<file path="src/rtl/led_scan_driver_pkg.sv">
// Shared definitions for the LED scan driver: matrix row count, row index type
// and the per-row scan phase.
package snake_pkg;
    localparam int ROW_COUNT = 8;

    typedef logic [2:0] row_t;

    typedef enum logic {
        ST_BLANK = 1'b0,
        ST_DRIVE = 1'b1
    } scan_state_t;
endpackage

</file>
<file path="src/rtl/led_scan_driver_if.sv">
// Back-buffer write / swap bus plus the LED strobe outputs of led_scan_driver.
// The brightness input exists only when LED_SCAN_DIM_EN is defined.
interface led_scan_driver_if;
    logic       wr_en;
    logic [2:0] wr_row;
    logic [7:0] wr_data;
    logic       swap_req;
    logic [7:0] led_col;
    logic [7:0] led_row;
    logic       frame_done;
    logic       swap_ack;
`ifdef LED_SCAN_DIM_EN
    logic [2:0] brightness;

    modport master (
        output wr_en, wr_row, wr_data, swap_req, brightness,
        input  led_col, led_row, frame_done, swap_ack
    );
    modport slave (
        input  wr_en, wr_row, wr_data, swap_req, brightness,
        output led_col, led_row, frame_done, swap_ack
    );
`else
    modport master (
        output wr_en, wr_row, wr_data, swap_req,
        input  led_col, led_row, frame_done, swap_ack
    );
    modport slave (
        input  wr_en, wr_row, wr_data, swap_req,
        output led_col, led_row, frame_done, swap_ack
    );
`endif
endinterface

</file>
<file path="src/rtl/led_scan_driver_scan_timer.sv">
// Row scan sequencer: BLANK then DRIVE phases per row, rows 0..7, with a strobe
// in the last DRIVE cycle of row 7. Next-cycle row/phase are exported so the
// parent can register its outputs in step with the phase.
module scan_timer
    import snake_pkg::*;
#(
    parameter int ROW_TICKS   = 16,
    parameter int BLANK_TICKS = 2
) (
    input  logic        clk,
    input  logic        reset,
    output row_t        row_next,
    output scan_state_t state_next,
    output logic        frame_end
);
    localparam int            TW         = $clog2(ROW_TICKS);
    localparam logic [TW-1:0] LAST_TICK  = TW'(ROW_TICKS - 1);
    localparam logic [TW-1:0] LAST_BLANK = TW'(BLANK_TICKS - 1);
    localparam row_t          LAST_ROW   = row_t'(ROW_COUNT - 1);

    logic [TW-1:0] tick_reg, tick_next;
    row_t          row_reg;
    scan_state_t   state_reg;

    // The tick counts across the whole row; the phase changes at fixed tick values.
    always_comb begin
        tick_next  = tick_reg + TW'(1);
        row_next   = row_reg;
        state_next = state_reg;
        case (state_reg)
            ST_BLANK: begin
                if (tick_reg == LAST_BLANK) state_next = ST_DRIVE;
            end
            ST_DRIVE: begin
                if (tick_reg == LAST_TICK) begin
                    tick_next  = '0;
                    row_next   = row_reg + row_t'(1);
                    state_next = ST_BLANK;
                end
            end
        endcase
    end

    always_ff @(posedge clk or posedge reset) begin
        if (reset) begin
            tick_reg  <= '0;
            row_reg   <= '0;
            state_reg <= ST_BLANK;
        end else begin
            tick_reg  <= tick_next;
            row_reg   <= row_next;
            state_reg <= state_next;
        end
    end

    assign frame_end = (state_reg == ST_DRIVE) && (tick_reg == LAST_TICK) && (row_reg == LAST_ROW);
endmodule

</file>
<file path="src/rtl/led_scan_driver.sv">
// Double-buffered 8x8 LED matrix scanner: host writes the back buffer, a swap
// request publishes it at the next frame boundary. LED_SCAN_DIM_EN adds PWM brightness.
module led_scan_driver
    import snake_pkg::*;
#(
    parameter int ROW_TICKS   = 16,
    parameter int BLANK_TICKS = 2
) (
    input  logic               clk,
    input  logic               reset,
    led_scan_driver_if.slave   bus
);
    row_t        row_next;
    scan_state_t state_next;
    logic        frame_end;
    logic        swap_now;
    logic        drive_next;
    logic        pwm_on;
    logic        pending_reg;
    logic [7:0]  led_col_reg, led_row_reg;
    logic        frame_done_reg, swap_ack_reg;
    logic [7:0]  front_word [ROW_COUNT];

    scan_timer #(
        .ROW_TICKS   (ROW_TICKS),
        .BLANK_TICKS (BLANK_TICKS)
    ) u_timer (
        .clk        (clk),
        .reset      (reset),
        .row_next   (row_next),
        .state_next (state_next),
        .frame_end  (frame_end)
    );

    assign swap_now   = frame_end && pending_reg;
    assign drive_next = (state_next == ST_DRIVE);

    // Front copies the old back contents, so a coincident write lands in back only.
    for (genvar gi = 0; gi < ROW_COUNT; gi++) begin : g_row
        logic [7:0] back_reg, front_reg;
        always_ff @(posedge clk or posedge reset) begin
            if (reset) begin
                back_reg  <= 8'h00;
                front_reg <= 8'h00;
            end else begin
                if (bus.wr_en && (bus.wr_row == row_t'(gi))) back_reg <= bus.wr_data;
                if (swap_now) front_reg <= back_reg;
            end
        end
        assign front_word[gi] = front_reg;
    end

`ifdef LED_SCAN_DIM_EN
    logic [2:0] pwm_reg, pwm_next;
    logic [3:0] pwm_limit;

    // A nonzero led_col_reg means the current cycle is DRIVE, so the count continues.
    always_comb begin
        pwm_next = 3'd0;
        if (drive_next && (led_col_reg != 8'h00)) pwm_next = pwm_reg + 3'd1;
    end

    assign pwm_limit = {1'b0, bus.brightness} + 4'd1;
    assign pwm_on    = ({1'b0, pwm_next} < pwm_limit);

    always_ff @(posedge clk or posedge reset) begin
        if (reset) pwm_reg <= 3'd0;
        else       pwm_reg <= pwm_next;
    end
`else
    assign pwm_on = 1'b1;
`endif

    always_ff @(posedge clk or posedge reset) begin
        if (reset) begin
            pending_reg    <= 1'b0;
            led_col_reg    <= 8'h00;
            led_row_reg    <= 8'h00;
            frame_done_reg <= 1'b0;
            swap_ack_reg   <= 1'b0;
        end else begin
            // A request in the boundary cycle survives the clear and waits a frame.
            pending_reg    <= (pending_reg && !frame_end) || bus.swap_req;
            frame_done_reg <= frame_end;
            swap_ack_reg   <= swap_now;
            led_col_reg    <= drive_next ? (8'd1 << row_next) : 8'h00;
            led_row_reg    <= (drive_next && pwm_on) ? front_word[row_next] : 8'h00;
        end
    end

    assign bus.led_col    = led_col_reg;
    assign bus.led_row    = led_row_reg;
    assign bus.frame_done = frame_done_reg;
    assign bus.swap_ack   = swap_ack_reg;
endmodule

</file>
<file path="src/flat_wrapper.sv">
// flat-port wrapper written by rule: the top's interface ports become plain ports
module led_scan_driver_flat import snake_pkg::*;
#(
    parameter int ROW_TICKS   = 16,
    parameter int BLANK_TICKS = 2
)
  (clk, reset, bus_wr_en, bus_wr_row, bus_wr_data, bus_swap_req, bus_led_col, bus_led_row, bus_frame_done, bus_swap_ack);
  led_scan_driver_if bus_i ();
  input  logic clk;
  input  logic reset;
  input wire logic [$bits(bus_i.wr_en)-1:0] bus_wr_en;
  input wire logic [$bits(bus_i.wr_row)-1:0] bus_wr_row;
  input wire logic [$bits(bus_i.wr_data)-1:0] bus_wr_data;
  input wire logic [$bits(bus_i.swap_req)-1:0] bus_swap_req;
  output wire logic [$bits(bus_i.led_col)-1:0] bus_led_col;
  output wire logic [$bits(bus_i.led_row)-1:0] bus_led_row;
  output wire logic [$bits(bus_i.frame_done)-1:0] bus_frame_done;
  output wire logic [$bits(bus_i.swap_ack)-1:0] bus_swap_ack;
  assign bus_i.wr_en = bus_wr_en;
  assign bus_i.wr_row = bus_wr_row;
  assign bus_i.wr_data = bus_wr_data;
  assign bus_i.swap_req = bus_swap_req;
  assign bus_led_col = bus_i.led_col;
  assign bus_led_row = bus_i.led_row;
  assign bus_frame_done = bus_i.frame_done;
  assign bus_swap_ack = bus_i.swap_ack;
  led_scan_driver #(.ROW_TICKS(ROW_TICKS), .BLANK_TICKS(BLANK_TICKS)) u_core (.clk(clk), .reset(reset), .bus(bus_i));
endmodule
</file>
<file path="config.mk">
export PLATFORM = sky130hd
export DESIGN_NAME = led_scan_driver_flat
export DESIGN_NICKNAME = d
export VERILOG_FILES = /design/src/rtl/led_scan_driver_pkg.sv /design/src/rtl/led_scan_driver_if.sv /design/src/rtl/led_scan_driver_scan_timer.sv /design/src/rtl/led_scan_driver.sv /design/src/flat_wrapper.sv
export SDC_FILE = /design/constraint.sdc
export NUM_CORES = 1
export LEC_CHECK = 0
export CAP_MARGIN = 20
export CELL_PAD_IN_SITES_DETAIL_PLACEMENT = 2
export CELL_PAD_IN_SITES_GLOBAL_PLACEMENT = 2
export CORE_MARGIN = 10
export CORE_UTILIZATION = 47
export DETAILED_ROUTE_END_ITERATION = 16
export PLACE_DENSITY = 0.92
export SYNTH_ARGS = -nofsm -noshare
export SYNTH_HDL_FRONTEND = slang
export SYNTH_SLANG_ARGS = --single-unit
</file>
<file path="constraint.sdc">
create_clock -name clk -period 7.28 [get_ports clk]
set_input_delay 0.728 -clock clk [delete_from_list [all_inputs] [get_ports clk]]
set_output_delay 0.728 -clock clk [all_outputs]
set_load 0.005 [all_outputs]
</file>
* After elaboration in Yosys (flattened, before gate mapping) *
Index checks and enable logic that the tools add are counted.

word-level totals
  output and inout bits = 18
  bits of input ports = 15
  RAM bits = 0
  logic and storage cells = 67
  bits in latches = 0
  memory bits (read-only) = 0
  register bits after elaboration = 155
  memories = 0

cells by class
  muxes and demuxes = 12
  $mul = 0
  shift-type cells = 1
  divide/modulo/power cells = 0
  bitwise logic cells = 2
  add/subtract/negate cells = 2
  equal/unequal tests = 10
  magnitude comparators = 1
  reduce and logical (&&, ||, !) cells = 15

operator list
  cell                   number
  $mux W8                4
  $bmux W8 S3            1
  $eq A3 B3 Y1 const B   5
  $logic_and A1 B1 Y1    12
  $mux W4                2
  $shl A1 B3 Y8 const A  1
  $eq A3 B2 Y1 const B   2
  $mux W3                2
  $add A4 B1 Y4 const B  1
  $eq A4 B1 Y1 const B   1
  $eq A4 B4 Y1 const B   1
  $ge A4 B4 Y1 const B   1
  $not A3 Y4             1
  $add A3 B1 Y3 const B  1
  $eq A3 B1 Y1 const B   1
  $logic_not A3 Y1       1
  $mux W1                2
  $pmux W1 S2            1
  $logic_not A1 Y1       1
  $logic_or A1 B1 Y1     1
  $not A1 Y1             1

* Logic depth before layout (Yosys ltp) *
Gate-level depths: netlist of run 1.

  depth in word-level cells = 8
  depth in mapped cells = 9
  mapped depth without buffers = 6

* Hierarchy *
Synthesis of run 1 repeated with hierarchy kept, for this count alone.

unflattened totals
  cell total of the unflattened synthesis = 403
  area total of the unflattened synthesis = 6263.5 um2

by module, submodules not included
  module           sequential area each (um2)  area each (um2)  instances  cells each
  led_scan_driver  3678.5                      5890.6           1          368
  scan_timer       200.2                       372.9            1          35

* Worst setup path after synthesis of run 1 *
OpenSTA, ideal clock, no wires.

  path kind = input -> register
  start = input port bus_wr_row[2]
  end = register u_core.g_row[1].back_reg[0]
  data required time = 7155 ps
  path buffers = 1
  data arrival time = 1877 ps
  stages on the path = 4
  setup time = 125 ps
  slack = 5278 ps
  cells stage by stage = clkbuf_1 nand2b_1 nor3b_2 mux2_2

between the ends
  longest elaborated chain between the ends = 2

RTL lines
  element               line                   text
  start, declared       flat_wrapper.sv:12     input wire logic [$bits(bus_i.wr_row)-1:0] bus_wr_row;
  $eq A3 B1 Y1          led_scan_driver.sv:46  if (bus.wr_en && (bus.wr_row == row_t'(gi))) back_reg <= bus.wr_data;
  $logic_and A1 B1 Y1   led_scan_driver.sv:46
  end signal, assigned  led_scan_driver.sv:46
  end, declared         led_scan_driver.sv:40  logic [7:0] back_reg, front_reg;

No other way between the ends.
A chain may end at the register's enable or synchronous reset.

* Final worst setup path of run 1 *
  start = register u_core.u_timer.row_reg[0]
  end = register u_core.led_row_reg[0] (netlist: u_core.bus.led_row[0])

between the ends
  longest elaborated chain between the ends = 8

RTL lines
  element                                     line                              text
  start, declared                             led_scan_driver_scan_timer.sv:22  row_t row_reg;
  start signal, assigned                      led_scan_driver_scan_timer.sv:51  row_reg <= row_next;
  $add A3 B1 Y3                               led_scan_driver_scan_timer.sv:37  row_next = row_reg + row_t'(1);
  $mux W3                                     led_scan_driver_scan_timer.sv:35  if (tick_reg == LAST_TICK) begin
  $mux W3                                     led_scan_driver_scan_timer.sv:30  case (state_reg)
  named net u_core.row_next[2]                led_scan_driver.sv:13             row_t row_next;
  $not A3 Y4 (not written as such)            led_scan_driver.sv:87             led_row_reg <= (drive_next && pwm_on) ? front_word[row_next] : 8'h00;
  $bmux W8 S3                                 led_scan_driver.sv:87
  $mux W8 (not written as such) (2 in a row)  led_scan_driver.sv:87
  $mux W8                                     led_scan_driver.sv:87
  end signal, assigned                        led_scan_driver.sv:87
  end, declared                               led_scan_driver.sv:20             logic [7:0] led_col_reg, led_row_reg;

The timed path passes the listed nets, and every way through them passes these cells. The select of a mux whose other input is x is not followed.

==> results.toml, run 1 <==
[status]
status = "finished, final reports clean"

[power_and_ir_drop]
combPwrFrac_pct = 6.2
power.density_nw_per_um2 = 280.9
ir_drop_mv = 0.1702
switching_power_mw = 0.4664
p_int_mw = 1.639
power.leakage_nw = 3.517
clkPwrFrac_pct = 46.5
seq_power_share_pct = 47.2
switching_share_pct = 22.15

[critical_path]
arrival_ps = 3230
rrSetupSlack_ps = 4360
rr_worst_depth = 6
path_max_fanout = 15
crit_required_ps = 7590
crit_type = "reg -> reg"
worstReg2RegEnd = "u_core.bus.led_row[0]"
cp-start-kind = "register"
end_kind = "register"
rr_startpoint = "u_core.u_timer.row_reg[0]"

[routing]
via_per_inst = 5.842
drc_errors = 0
wl_per_cell_um = 28.90
routed_wl_um = 18840
drt_iter0_markers = 279
wl_met3_um = 734
met1_length_um = 7224
num_vias = 3809
dr_wl_met2_um = 10330
drtAntennaViolNets = 0
routed.top_layer = "met4"
drt-pass1-iter-count = 5

[placement]
port_buffers = 32
gp_congestion = 0.7634
hpwl_um = 10880
pre_cts_ws_ps = 4249

[clock_tree]
clockBufferDepth = 2
clk_latency_ps = 430
cts.sinks = 155
cts.repair.resized = 0
root_buffer = "clkbuf_16"
htree_levels = 4
clk_pin_slew_ps = 60
cts_setup_buffers = 0
hold_buffers = 0
cts_buffers = 17
cts_tree = "built"

[logic_synthesis]
netlist_area_um2 = 6334
synth_top_area_share_pct = 61.24
ys_seq_elements = 155
ys_seq_area_share_pct = 61.24
syn_nets = 442
synthTopCellsByArea = "dfrtp_1, mux2_2, mux2_1, o22ai_1, o221ai_1"
synth_most_common_cell = "dfrtp_1"
synth_async_sr_flop_share_pct = 100.0
ys.flop_type = "dfrtp_1"
yosysWarnings = 0
synth_top_cell_by_area = "dfrtp_1"
synth_cell_types = 41
synth-edff-count = 0
synth_area_per_cell_um2 = 14.97
ys_top_cells_by_count = "dfrtp_1, mux2_2, o22ai_1, nor2_1, mux2_1"
postSynthCellCount = 423

[final_layout]
fin_nets = 482
syn2layout_area_growth_pct = 18.31
antenna_cells = 0
drive_above_1_share_pct = 36.76
fillers = 1193

[floorplanning]
start_util_pct = 47.83
ioPinCount = 33
dieArea_um2 = 18520
die_width_um = 136.1
core_um2 = 13240
dieHeight_um = 136.1
rows = 42

[run]
max_cap_violations = 0

[sta]
fin_worst_skew_ps = 16.41
fmax_mhz = 342.1
fin_crit_sh_pct = 40.16
period_minus_slack_ps = 2923
slew_headroom_pct = 25.72
worst_pin_slew_ps = 1108
setup_tns_ps = 0
setup_ws_ps = 4357
hold_viol = 0
hold_ws_ps = 503.2
rsz0062_at_grt = "false"
slew_viol_final = 0
setup_viol = 0

[grt]
antenna_found_initial = 0
grt_overflow = 0
grt_pass1_vias = 4470
grt_max_degree = 82
grt_usage_pct = 21.40
grt_pass1_wl_um = 28790

[hold_path]
holdPathEnd = "u_core.g_row[6].back_reg[6]"
worstHoldStart = "u_core.g_row[6].back_reg[6]"
holdPathStages = 1
hold_class = "reg -> reg"
logic make-up (layout without fill, tap and decap cells):
logic type	count (synthesis)	in the layout	share of synthesized area, %
AND/OR/NAND/NOR	48	48	4.761
multiplexers	145	145	25.74
adder cells (fa/ha/maj)	4	4	0.7902
flip-flops	155	155	61.24
XOR/XNOR	3	3	0.4149
AO/OA/AOI/OAI	44	44	4.741
buffers and inverters	24	77	2.311
worst max-delay path, stage by stage (launching register included):
cell,delay [ps]
dfrtp_1,780
ha_1,280
ha_1,230
mux2_4,310
nor3_4,580
o221ai_1,310
o22ai_1,320
routing by layer:
metal,vias up,global-route usage [%]
met1,2052,23.91
met3,33,4.797
met4,0,9.349
met2,97,38.20
li1,1627,-
met5,-,0
power by group through the flow:
stage | Clock, mW | Sequential (mW) | Combinational, mW
6_report | 0.980 | 0.994 | 0.131
5_1_grt | 1.03 | 1.00 | 0.143
4_1_cts | 0.995 | 0.993 | 0.132
3_5_place_dp | 0 | 1.00 | 0.126
3_3_place_gp | 0 | 0.987 | 0.112
2_1_floorplan | 0 | 0.979 | 0.0901
area by class of cell:
cell class | count | area, um^2 | share of cell area [%]
multi-input combinational | 244 | 2311 | 30.84
clock buffer | 22 | 464.2 | 6.195
tap | 176 | 220.2 | 2.939
inverter | 6 | 27.53 | 0.3673
clock inverter | 10 | 187.7 | 2.505
sequential | 155 | 3879 | 51.76
timing repair buffer | 39 | 404.1 | 5.393
stage by stage:
step                power (mW)  cells  util (%)  area [um^2]
finish                   2.105    652     56.59         7493
CTS                      2.120    649     56.18         7440
detailed placement       1.130    617     51.26         6788
global placement         1.099    617     51.26         6788
global route             2.180    652     56.59         7493
floorplan                1.069    423         -         6334
cells in the final DEF (no fill, tap or decap), types with 6 or more instances in the layout:
cell type | netlist | final
mux2_2 | 127 | 127
o221ai_1 | 9 | 9
nand2_1 | 10 | 9
dfrtp_1 | 155 | 155
nor2_1 | 14 | 14
o21ai_0 | 6 | 6
o22ai_1 | 20 | 20
clkdlybuf4s50_1 | 0 | 32
mux2_1 | 12 | 12
clkbuf_16 | 0 | 17
how the worst max path moves through the flow:
stage / from / end
after global placement: u_core.u_timer.row_reg[0] / u_core.bus.led_row[3]
after detailed placement: u_core.u_timer.row_reg[0] / u_core.bus.led_row[3]
final: u_core.u_timer.row_reg[0] / u_core.bus.led_row[0]
after global routing: u_core.u_timer.row_reg[0] / u_core.bus.led_row[0]
after CTS: u_core.u_timer.row_reg[0] / u_core.bus.led_row[0]
after floorplan: reset / u_core.bus.frame_done
(Power assumes the default switching activity.)
==> run 2: changes to the inputs <==
--- a/config.mk
+++ b/config.mk
@@ -9,9 +9,9 @@
 export CELL_PAD_IN_SITES_DETAIL_PLACEMENT = 2
 export CELL_PAD_IN_SITES_GLOBAL_PLACEMENT = 2
 export CORE_MARGIN = 10
-export CORE_UTILIZATION = 47
+export CORE_UTILIZATION = 39
 export DETAILED_ROUTE_END_ITERATION = 16
-export PLACE_DENSITY = 0.92
+export PLACE_DENSITY = 0.83
 export SYNTH_ARGS = -nofsm -noshare
 export SYNTH_HDL_FRONTEND = slang
 export SYNTH_SLANG_ARGS = --single-unit
==> constraint.sdc (replaced) <==
create_clock -name clk -period 2.4 [get_ports clk]
set_input_delay 0.24 -clock clk [delete_from_list [all_inputs] [get_ports clk]]
set_output_delay 0.24 -clock clk [all_outputs]
set_load 0.005 [all_outputs]
==> run 2 against run 1 <==
Against the previous run: sequential power rose to 3.0 times the previous value; flip-flop and latch count unchanged; final cell count increased by 8.4%; register-to-register slack worse by 4200 ps; global-route usage shrank 3.8 points; routed wire length is 2.5% lower; utilization decreased by 8.3 points; non-clock buffer count rose by 15; combinational power grew to 3.1 times the previous value; setup slack worse by 4200 ps; clock skew is 5.8 ps lower; via count is 2.0% higher.
==> results.toml, run 2 (same netlist as run 1, synthesis figures left out) <==
[critical_path]
rrSetupSlack_ps = 140
rr_startpoint = "u_core.u_timer.tick_reg[0]"
arrival_ps = 2590
crit_type = "reg -> reg"
cp-start-kind = "register"
path_max_fanout = 10
worstReg2RegEnd = "u_core.bus.led_row[0]"
crit_required_ps = 2720
end_kind = "register"
rr_worst_depth = 7

[clock_tree]
cts_tree = "built"
cts_buffers = 17
cts.sinks = 155
htree_levels = 4
hold_buffers = 0
root_buffer = "clkbuf_16"
clk_pin_slew_ps = 60
clockBufferDepth = 2
clk_latency_ps = 440

[final_layout]
most-common-layout-cells = "dfrtp_1, mux2_2, clkdlybuf4s50_1, o22ai_1, buf_4"
antenna_cells = 0
multi_input_area_um2 = 2312
drive_above_1_share_pct = 39.31
fillers = 1538
seq_area_um2 = 3879
fin_nets = 497
syn2layout_area_growth_pct = 21.02
final_common_cell = "dfrtp_1"
fin_area_um2 = 7665

[power_and_ir_drop]
ir_drop_mv = 0.5187
finalPower_mw = 6.373
power.leakage_nw = 3.597
power.density_nw_per_um2 = 831.5

[placement]
dpl_cell_area_um2 = 7022
gp_congestion = 0.7784
port_buffers = 32
hpwl_um = 11010

[sta]
worst_pin_slew_ps = 580.9
setup_tns_ps = 0
setup_viol = 0
fin_crit_sh_pct = 94.32
slew_headroom_pct = 61.27
fmax_mhz = 441.7
period_minus_slack_ps = 2264
rsz0062_at_grt = "false"
slew_viol_final = 0
hold_viol = 0
fin_worst_skew_ps = 10.62

[routing]
drt_iter0_markers = 198
drc_errors = 0
routed_wl_um = 18370
via_per_inst = 5.495
wl_per_cell_um = 25.98
drtAntennaViolNets = 0
num_vias = 3885
drt-pass1-iter-count = 4

[floorplanning]
dieHeight_um = 147.4
start_util_pct = 39.87
die_width_um = 147.4
core_um2 = 15890
rows = 46
dieArea_um2 = 21740
ioPinCount = 33

[grt]
grt_overflow = 0
grt_usage_pct = 17.64
grt_pass1_vias = 4581
grt_pass1_wl_um = 28740
antenna_found_initial = 0
grt_max_degree = 54

[hold_path]
hold_class = "in -> async"

[run]
max_cap_violations = 0

[status]
status = "finished, final reports clean"
run 2: critical path: stages, from the launching register on:
cell and delay, ps:
dfrtp_1 410, ha_1 330, nand4_4 230, mux2_4 380
nor3_4 180, buf_4 210, o221ai_1 150, o22ai_1 260
run 2: cell type report:
type                    instances  area share, %
clock inverters                12          2.416
multi-input cells             244          30.17
well taps                     216          3.526
inverters                       6         0.3428
flip-flops and latches        155          50.60
repair buffers                 54          6.987
clock buffers                  20          5.958
run 2: how the worst max path moves through the flow:
stage | startpoint | to | slack, ps | cells after the start
2_1_floorplan | reset | u_core.bus.frame_done | 200 | 1
3_3_place_gp | u_core.u_timer.row_reg[1] | u_core.bus.led_row[0] | 330 | 7
3_5_place_dp | u_core.u_timer.tick_reg[0] | u_core.g_row[6].front_reg[2] | 220 | 7
4_1_cts | u_core.u_timer.tick_reg[0] | u_core.bus.led_row[0] | 150 | 7
5_1_grt | u_core.u_timer.tick_reg[0] | u_core.bus.led_row[0] | 30 | 7
6_report | u_core.u_timer.tick_reg[0] | u_core.bus.led_row[0] | 140 | 7
run 2: metrics by stage:
step | setup slack (ps) | hold slack [ps] | cells | util [%]
2_1_floorplan | 201.1 | 332.3 | 423 | -
3_3_place_gp | 331.4 | 461.2 | 675 | 44.20
3_5_place_dp | 220.9 | 481.4 | 675 | 44.20
4_1_cts | 152.0 | 119.0 | 707 | 48.24
5_1_grt | 32.87 | 137.8 | 707 | 48.25
6_report | 136.2 | 130.5 | 707 | 48.25
run 2: where the power goes:
group | internal [mW] | switching [mW] | total, mW | leakage [nW]
clock network | 1.81 | 1.14 | 2.96 | 0.317
registers | 2.85 | 0.155 | 3.01 | 2.02
logic | 0.222 | 0.188 | 0.410 | 1.26
run 2: repair_timing:
| item | 4_1_cts | 5_1_grt |
|---|---|---|
| setup buffers | 0 | 0 |
| gates resized for setup | 0 | 1 |
| setup endpoints to repair | 0 | 1 |
run 2: routing by layer:
metal / GRT usage, % / up-vias / wire [um]
met2: 31.06 / 91 / 9722
met4: 4.856 / 0 / 262
li1: - / 1659 / -
met5: 0 / - / 0
met3: 5.189 / 20 / 939
met1: 20.40 / 2115 / 7442
